$ cat config.mk
export PLATFORM = sky130hd
export DESIGN_NAME = alu_exec_unit
export DESIGN_NICKNAME = d
export VERILOG_FILES = /design/src/rtl/alu_exec_unit.sv
export SDC_FILE = /design/constraint.sdc
export NUM_CORES = 1
export LEC_CHECK = 0
export BUFFER_PORTS_ARGS = -buffer_cell sky130_fd_sc_hd__buf_2
export CAP_MARGIN = 15
export CORE_ASPECT_RATIO = 0.75
export CORE_UTILIZATION = 43
export DETAILED_ROUTE_END_ITERATION = 8
export GPL_TIMING_DRIVEN = 0
export PLACE_DENSITY = 0.77
export SYNTH_ARGS = -nofsm -noshare
export SYNTH_HDL_FRONTEND = slang
export SYNTH_SLANG_ARGS = --single-unit
$ cat constraint.sdc
create_clock -name clk -period 2.4 [get_ports clk]
set_input_delay 0 -clock clk [delete_from_list [all_inputs] [get_ports clk]]
set_output_delay 0 -clock clk [all_outputs]
set_load 0.05 [all_outputs]
$ cat src/rtl/alu_exec_unit.sv
// Request-side sequencer for the 8-bit ALU: register file, operand staging, result select, writeback.
// Optional EXEC_ZERO_FLAG_EN adds a registered zero_flag output updated on each writeback.
module alu_exec_unit #(
  parameter int          NREGS     = 4,
  parameter logic [7:0]  RESET_VAL = 8'h00,
  localparam int         AW        = $clog2(NREGS)
) (
  input  logic          clk,
  input  logic          rst_n,
  input  logic          req_valid,
  output logic          req_ready,
  input  logic [2:0]    req_op,
  input  logic [AW-1:0] req_rd,
  input  logic [AW-1:0] req_rs1,
  input  logic [AW-1:0] req_rs2,
  output logic [7:0]    alu_a,
  output logic [7:0]    alu_b,
  input  logic [7:0]    alu_out0,
  input  logic [7:0]    alu_out1,
  input  logic [7:0]    alu_out2,
  input  logic [7:0]    alu_out3,
  input  logic [7:0]    alu_out4,
  input  logic [7:0]    alu_out5,
  input  logic [7:0]    alu_out6,
  input  logic [7:0]    alu_out7,
  output logic          wb_valid,
  output logic [AW-1:0] wb_rd,
  output logic [7:0]    wb_data,
  input  logic          ld_en,
  input  logic [AW-1:0] ld_addr,
  input  logic [7:0]    ld_data,
`ifdef EXEC_ZERO_FLAG_EN
  output logic          zero_flag,
`endif
  input  logic [AW-1:0] rd_sel,
  output logic [7:0]    rd_data
);

  typedef enum logic [1:0] {
    ST_IDLE = 2'd0,
    ST_EXEC = 2'd1,
    ST_WB   = 2'd2
  } state_t;

  state_t        state_r, state_s;
  logic          req_ready_r, wb_valid_r, accept_s;
  logic [2:0]    op_r;
  logic [AW-1:0] rd_r;
  logic [7:0]    op_a_r, op_b_r, res_r, res_s;
  logic [7:0]    regs_r [NREGS];

  assign accept_s  = (state_r == ST_IDLE) && req_valid;
  assign req_ready = req_ready_r;
  assign wb_valid  = wb_valid_r;
  assign wb_rd     = rd_r;
  assign wb_data   = res_r;
  assign alu_a     = op_a_r;
  assign alu_b     = op_b_r;
  assign rd_data   = regs_r[rd_sel];

  // Next-state decode for the IDLE -> EXEC -> WB sequence.
  always_comb begin
    state_s = state_r;
    case (state_r)
      ST_IDLE: begin
        if (req_valid) state_s = ST_EXEC;
        else           state_s = ST_IDLE;
      end
      ST_EXEC: state_s = ST_WB;
      ST_WB:   state_s = ST_IDLE;
      default: state_s = ST_IDLE;
    endcase
  end

  // Result-bus select by latched opcode.
  always_comb begin
    res_s = 8'h00;
    case (op_r)
      3'd0:    res_s = alu_out0;
      3'd1:    res_s = alu_out1;
      3'd2:    res_s = alu_out2;
      3'd3:    res_s = alu_out3;
      3'd4:    res_s = alu_out4;
      3'd5:    res_s = alu_out5;
      3'd6:    res_s = alu_out6;
      3'd7:    res_s = alu_out7;
      default: res_s = 8'h00;
    endcase
  end

  // State, handshake outputs and operand/result staging.
  always_ff @(posedge clk or negedge rst_n) begin
    if (!rst_n) begin
      state_r     <= ST_IDLE;
      req_ready_r <= 1'b1;
      wb_valid_r  <= 1'b0;
      op_r        <= 3'd0;
      rd_r        <= '0;
      op_a_r      <= 8'h00;
      op_b_r      <= 8'h00;
      res_r       <= 8'h00;
    end else begin
      state_r     <= state_s;
      // Handshake flags follow the next state so they stay glitch-free flop outputs.
      req_ready_r <= (state_s == ST_IDLE);
      wb_valid_r  <= (state_s == ST_WB);
      if (accept_s) begin
        op_r   <= req_op;
        rd_r   <= req_rd;
        op_a_r <= regs_r[req_rs1];
        op_b_r <= regs_r[req_rs2];
      end
      if (state_r == ST_EXEC) res_r <= res_s;
    end
  end

  // Register file: external load first, writeback last so it wins on a shared address.
  always_ff @(posedge clk or negedge rst_n) begin
    if (!rst_n) begin
      for (int i = 0; i < NREGS; i++) regs_r[i] <= RESET_VAL;
    end else begin
      if (ld_en) regs_r[ld_addr] <= ld_data;
      if (state_r == ST_WB) regs_r[rd_r] <= res_r;
    end
  end

`ifdef EXEC_ZERO_FLAG_EN
  logic zero_flag_r;
  assign zero_flag = zero_flag_r;

  // Zero flag tracks the most recent writeback only.
  always_ff @(posedge clk or negedge rst_n) begin
    if (!rst_n)                 zero_flag_r <= 1'b0;
    else if (state_r == ST_WB)  zero_flag_r <= (res_r == 8'h00);
  end
`endif

endmodule

Word level (Yosys, flattened, before mapping)
Index checks and enable logic that the tools add are counted.

Bits in registers: 65. Bits in latches: 0. Bits in writable memories: 0. Bits in read-only memories: 0. Output and inout port bits: 36. Word-level logic and storage cells: 60. Memories kept: 0.

Add/sub/neg operators: 0. Multiply operators: 0. Divide/modulo/power cells: 0. $lt $le $gt $ge: 7. Eq/ne operators: 10. Shift-type cells: 0. Muxes and demuxes: 20. Bitwise operators: 5. Reduce and logical (&&, ||, !) cells: 6.

Operator list (number): bitwise mux 32 bit (2); 2-to-1 mux 32 bit (2); 2-to-1 mux 8 bit (8); case mux 8 bit (8 select lines) (1); binary-select mux 8 bit (select 2 bit) (3); demux 8 bit (select 2 bit) (2); >= comparator 3 bit, second input constant (5); NOT 2 -> 3 bit (5); == test 3 bit, second input constant (4); == test 3 x 2 -> 1 bit, second input constant (2); < comparator 3 x 1 -> 1 bit, second input constant (2); == test 2 bit, second input constant (2); zero test 2 bit (2); case mux 2 bit (2 select lines) (1); == test 3 x 1 -> 1 bit, second input constant (1); logical AND 1 bit (3); zero test 3 bit (1); == test 2 x 1 -> 1 bit, second input constant (1); 2-to-1 mux 1 bit (1).

Depth between registers and ports, before layout
Depth in word-level cells: 9. Depth in mapped cells: 6. Gate-level depth less buffers: 4.

Worst setup path after synthesis
OpenSTA, ideal clock, no wires.

Kind: register -> register. Start: register rd_r[0], in the netlist wb_rd[0]. End: register regs_r[16] (netlist name). Data arrival time: 1379 ps. Data required time: 2317 ps. Slack: 939 ps. Cell stages (with the launch flop): 5. Buffers on the path: 1. Period minus slack after synthesis: 1461 ps. Cells stage by stage: dfrtp_1 -> and4bb_4 -> buf_2 -> nand2_1 -> o21ai_0.

Word-level cells in the longest chain between the ends: 7. Elaborated cells on any way between the ends: 8. Classes of those cells: order compare (2); mux (4); bitwise (1); reduce/logical (1).

RTL lines: from (decl) (line 48) `logic [AW-1:0] rd_r;`; from (signal assigned) (line 109) `rd_r <= req_rd;`; NOT 2 -> 3 bit (implied by the code) * (line 123) `if (state_r == ST_WB) regs_r[rd_r] <= res_r;`; >= comparator 3 bit (implied by the code) / < comparator 3 x 1 -> 1 bit (equally long branches) (line 123); logical AND 1 bit (implied by the code) (line 123); 2-to-1 mux 8 bit (implied by the code) (line 123); demux 8 bit (select 2 bit) * (line 123); bitwise mux 32 bit * (line 123); 2-to-1 mux 32 bit * (line 123); to (signal, indexed assignment) (line 122) `if (ld_en) regs_r[ld_addr] <= ld_data;`; to (signal, indexed assignment) (line 123); to (decl) (line 50) `logic [7:0] regs_r [NREGS];`.

Mark *: on every way between the ends. The rest lies on a longest branch, timed or not. A chain may end at the register's enable or synchronous reset.

Worst setup path after layout
Start: register state_r[0]. End: register op_b_r[7], in the netlist alu_b[7].

Word-level cells in the longest chain between the ends: 2.

RTL lines: from (decl) (line 45) `state_t state_r, state_s;`; from (signal assigned) (line 103) `state_r <= state_s;`; zero test 2 bit (line 52) `assign accept_s = (state_r == ST_IDLE) && req_valid;`; logical AND 1 bit (line 52); to (signal assigned) (line 111) `op_b_r <= regs_r[req_rs2];`; to (decl) (line 49) `logic [7:0] op_a_r, op_b_r, res_r, res_s;`.

No other way between the ends.

==> impl_metrics.yaml <==
cts:
  htree_num_levels: 3
  clkSinkCount: 65
  clockBufferDepth: 2
  cts-buffers-inserted: 9
  clk_latency_ps: 330
  clk_pin_slew_ps: 60
  cts.repair.resized: 0
  clock-root-buffer: "clkbuf_16"
  post-cts-setup-buffers: 0
  cts_tree: "built"
drt:
  viasPerCell: 5.84
  routedWlPerCell_um: 20.1
  drt-initial-drc-count: 215
  wirelength_um: 11700
  ant_nets: 0
  num_vias: 3391
  post-route-drc-count: 0
  drt-pass1-iter-count: 5
worst_setup_path:
  worst_ep_arrival_time_ps: 1760
  cp.required_ps: 2610
  start_kind: "flop"
  path_class: "flop to flop"
  worstPathMaxFanout: 10
  crit_path_end_kind: "flop"
timing:
  min_period_over_period_pct: 64.5
  fmax_mhz: 646
  slew_headroom_pct: 44.2
  fin_crit_ps: 1550
  tightest_slew_ps: 837
  fin_skew_ps: 4.38
  tns_ps: 0
  rsz0062_at_grt: "no"
  finalMaxSlewViolations: 0
  final-setup-viol-count: 0
  final.setup.worst_slack_ps: 852
  finalHoldViolCount: 0
power:
  p_leak_nw: 2.49
  clkPwrFrac_pct: 21.2
  combPwrFrac_pct: 46.4
  vdd_drop_max_v: 0.000705
  pwr-share-seq_pct: 32.5
  p_sw_w: 0.00284
  total_power_w: 0.00653
  internal_power_w: 0.00369
  power.density_nw_per_um2: 1260
  swShare_pct: 43.5
die:
  dieWidth_um: 113
  core_area_um2: 9010
  die_h_um: 85.4
  num_rows: 30
  ios: 125
  die_area_um2: 9660
  start_util_pct: 44.2
synthesis:
  synth_enable_flop_cells: 0
  synthTopCellsByCount: "dfrtp_1, mux2i_1, nand2_1"
  synth_nets: 409
  synth_cell_types: 31
  netlist_area_um2: 3990
  yosys-top-cells-area: "dfrtp_1, mux4_2, mux2i_1"
  synth.most_common_cell: "dfrtp_1"
  synth.largest_area_cell: "dfrtp_1"
  synthFlopType: "dfrtp_1"
  ys_ff_latch: 65
  synth_warnings: 0
  synth_top_area_share_pct: 40.2
  ys_seq_area_share_pct: 40.8
  synth_cells: 320
  async_flop_share_pct: 100
  avgSynthCellArea_um2: 12.5
job:
  max_cap_viol_count: 0
global_routing:
  grt_pass1_vias: 3437
  grt_first_pass_wirelength_um: 18200
  grt_max_degree: 66
  grt-ovfl-total: 0
  grtUsageTotal_pct: 25.1
  antenna_found_initial: 0
final_layout:
  multi_input_area_um2: 2150
  layout-drive-gt1-share_pct: 44.8
  area_growth_pct: 30.0
  seqCellArea_um2: 1630
  antenna_cells: 0
  fin_nets: 553
  fillers: 743
min_path:
  min_path_type: "primary input to flop"
place:
  gp_congestion: 0.853
  pre_cts_slack_ps: 849
  place_hpwl_um: 8080
  numPortBuffers: 118
status:
  status: "finished, final reports clean"
-- power by group through the flow --
| stage | clock [W] | sequential (W) | combinational (W) |
|---|---|---|---|
| 2_1_floorplan | 0 | 0.00271 | 0.00159 |
| 3_3_place_gp | 0 | 0.00206 | 0.00293 |
| 3_5_place_dp | 0 | 0.00211 | 0.00299 |
| 5_1_grt | 0.00146 | 0.00218 | 0.00319 |
| 6_report | 0.00138 | 0.00212 | 0.00303 |
| 4_1_cts | 0.00140 | 0.00211 | 0.00303 |
-- worst max-delay path, cell delays in order (launching register included) --
cell and delay, ps:
dfrtp_1 490, nor3b_4 400, buf_8 220, mux2_4 310
-- worst paths after layout --
path                            depth (start not counted)  startpoint  slack (ps)    endpoint
worst max register to register                          3  state_r[0]         850    alu_b[7]
min in group asynchronous                               2       rst_n         320    alu_b[6]
worst max-delay path                                    3  state_r[0]         850    alu_b[7]
max in group asynchronous                               2       rst_n        1530    alu_b[4]
worst min-delay path                                    3  ld_data[7]          20  regs_r[23]
worst min register to register                          1    alu_b[2]         510    alu_b[2]
-- placed cells by master, fill, tap and decap left out, types with 3 or more instances in the layout --
master	instances
nor2_1	8
dlygate4sd3_1	15
clkinv_2	3
a21oi_1	8
o21ai_1	10
nor3b_1	8
dfrtp_1	64
clkbuf_2	3
nand3b_1	3
buf_2	126
o21ai_0	25
mux4_2	25
mux2i_1	54
o22ai_1	12
clkbuf_16	9
mux2_4	21
a211oi_1	7
buf_4	4
buf_6	8
nand2_1	34
-- final cells by class --
class                      instances  area share (%)
buffer                            25            3.91
clock buffer                      10            4.42
clock inverter                     6            1.59
inverter                           2           0.145
multi-input combinational        228            41.4
sequential                        65            31.4
tap                              112            2.71
timing repair buffer             133            14.3
-- flip-flops by register name, summed over array words and instances (netlist names) --
signal / cells
op_r: 3
wb_valid: 1
regs_r: 32
state_r: 2
req_ready: 1
wb_data: 8
wb_rd: 2
alu_a: 8
alu_b: 8
-- stage by stage --
stage | area, um2 | instances | hold slack [ps] | utilization [%]
6_report | 5180 | 581 | 15.9 | 57.5
5_1_grt | 5180 | 581 | 27.1 | 57.5
4_1_cts | 5180 | 581 | 7.00 | 57.5
3_5_place_dp | 4720 | 550 | 152 | 52.4
3_3_place_gp | 4720 | 550 | 161 | 52.3
2_1_floorplan | 3990 | 320 | -296 | -
-- cell families (layout without fill, tap and decap cells) --
kind of cell,after synthesis,after routing,share of synthesized area (%)
muxes,100,100,35.6
AOI/OAI and AO/OA,65,65,9.23
DFF,65,65,40.8
and+or+nand+nor,63,63,9.04
buffers and inverters,27,176,5.27
-- repair_timing --
action                                  in CTS  in global routing
hold endpoints to repair                    78                  0
endpoints found under the setup margin       0                  0
hold buffers                                15                  0
-- layer usage --
layer  part of all wire [%]  GRT usage [%]  vias up
li1                       -              -     1499
met1                     44           34.7     1695
met3                    6.7           6.29       31
met5                      0              0        -
met2                     47           39.4      166
met4                    2.2           7.42        0
Note: power is estimated with default switching activity, not from simulation.
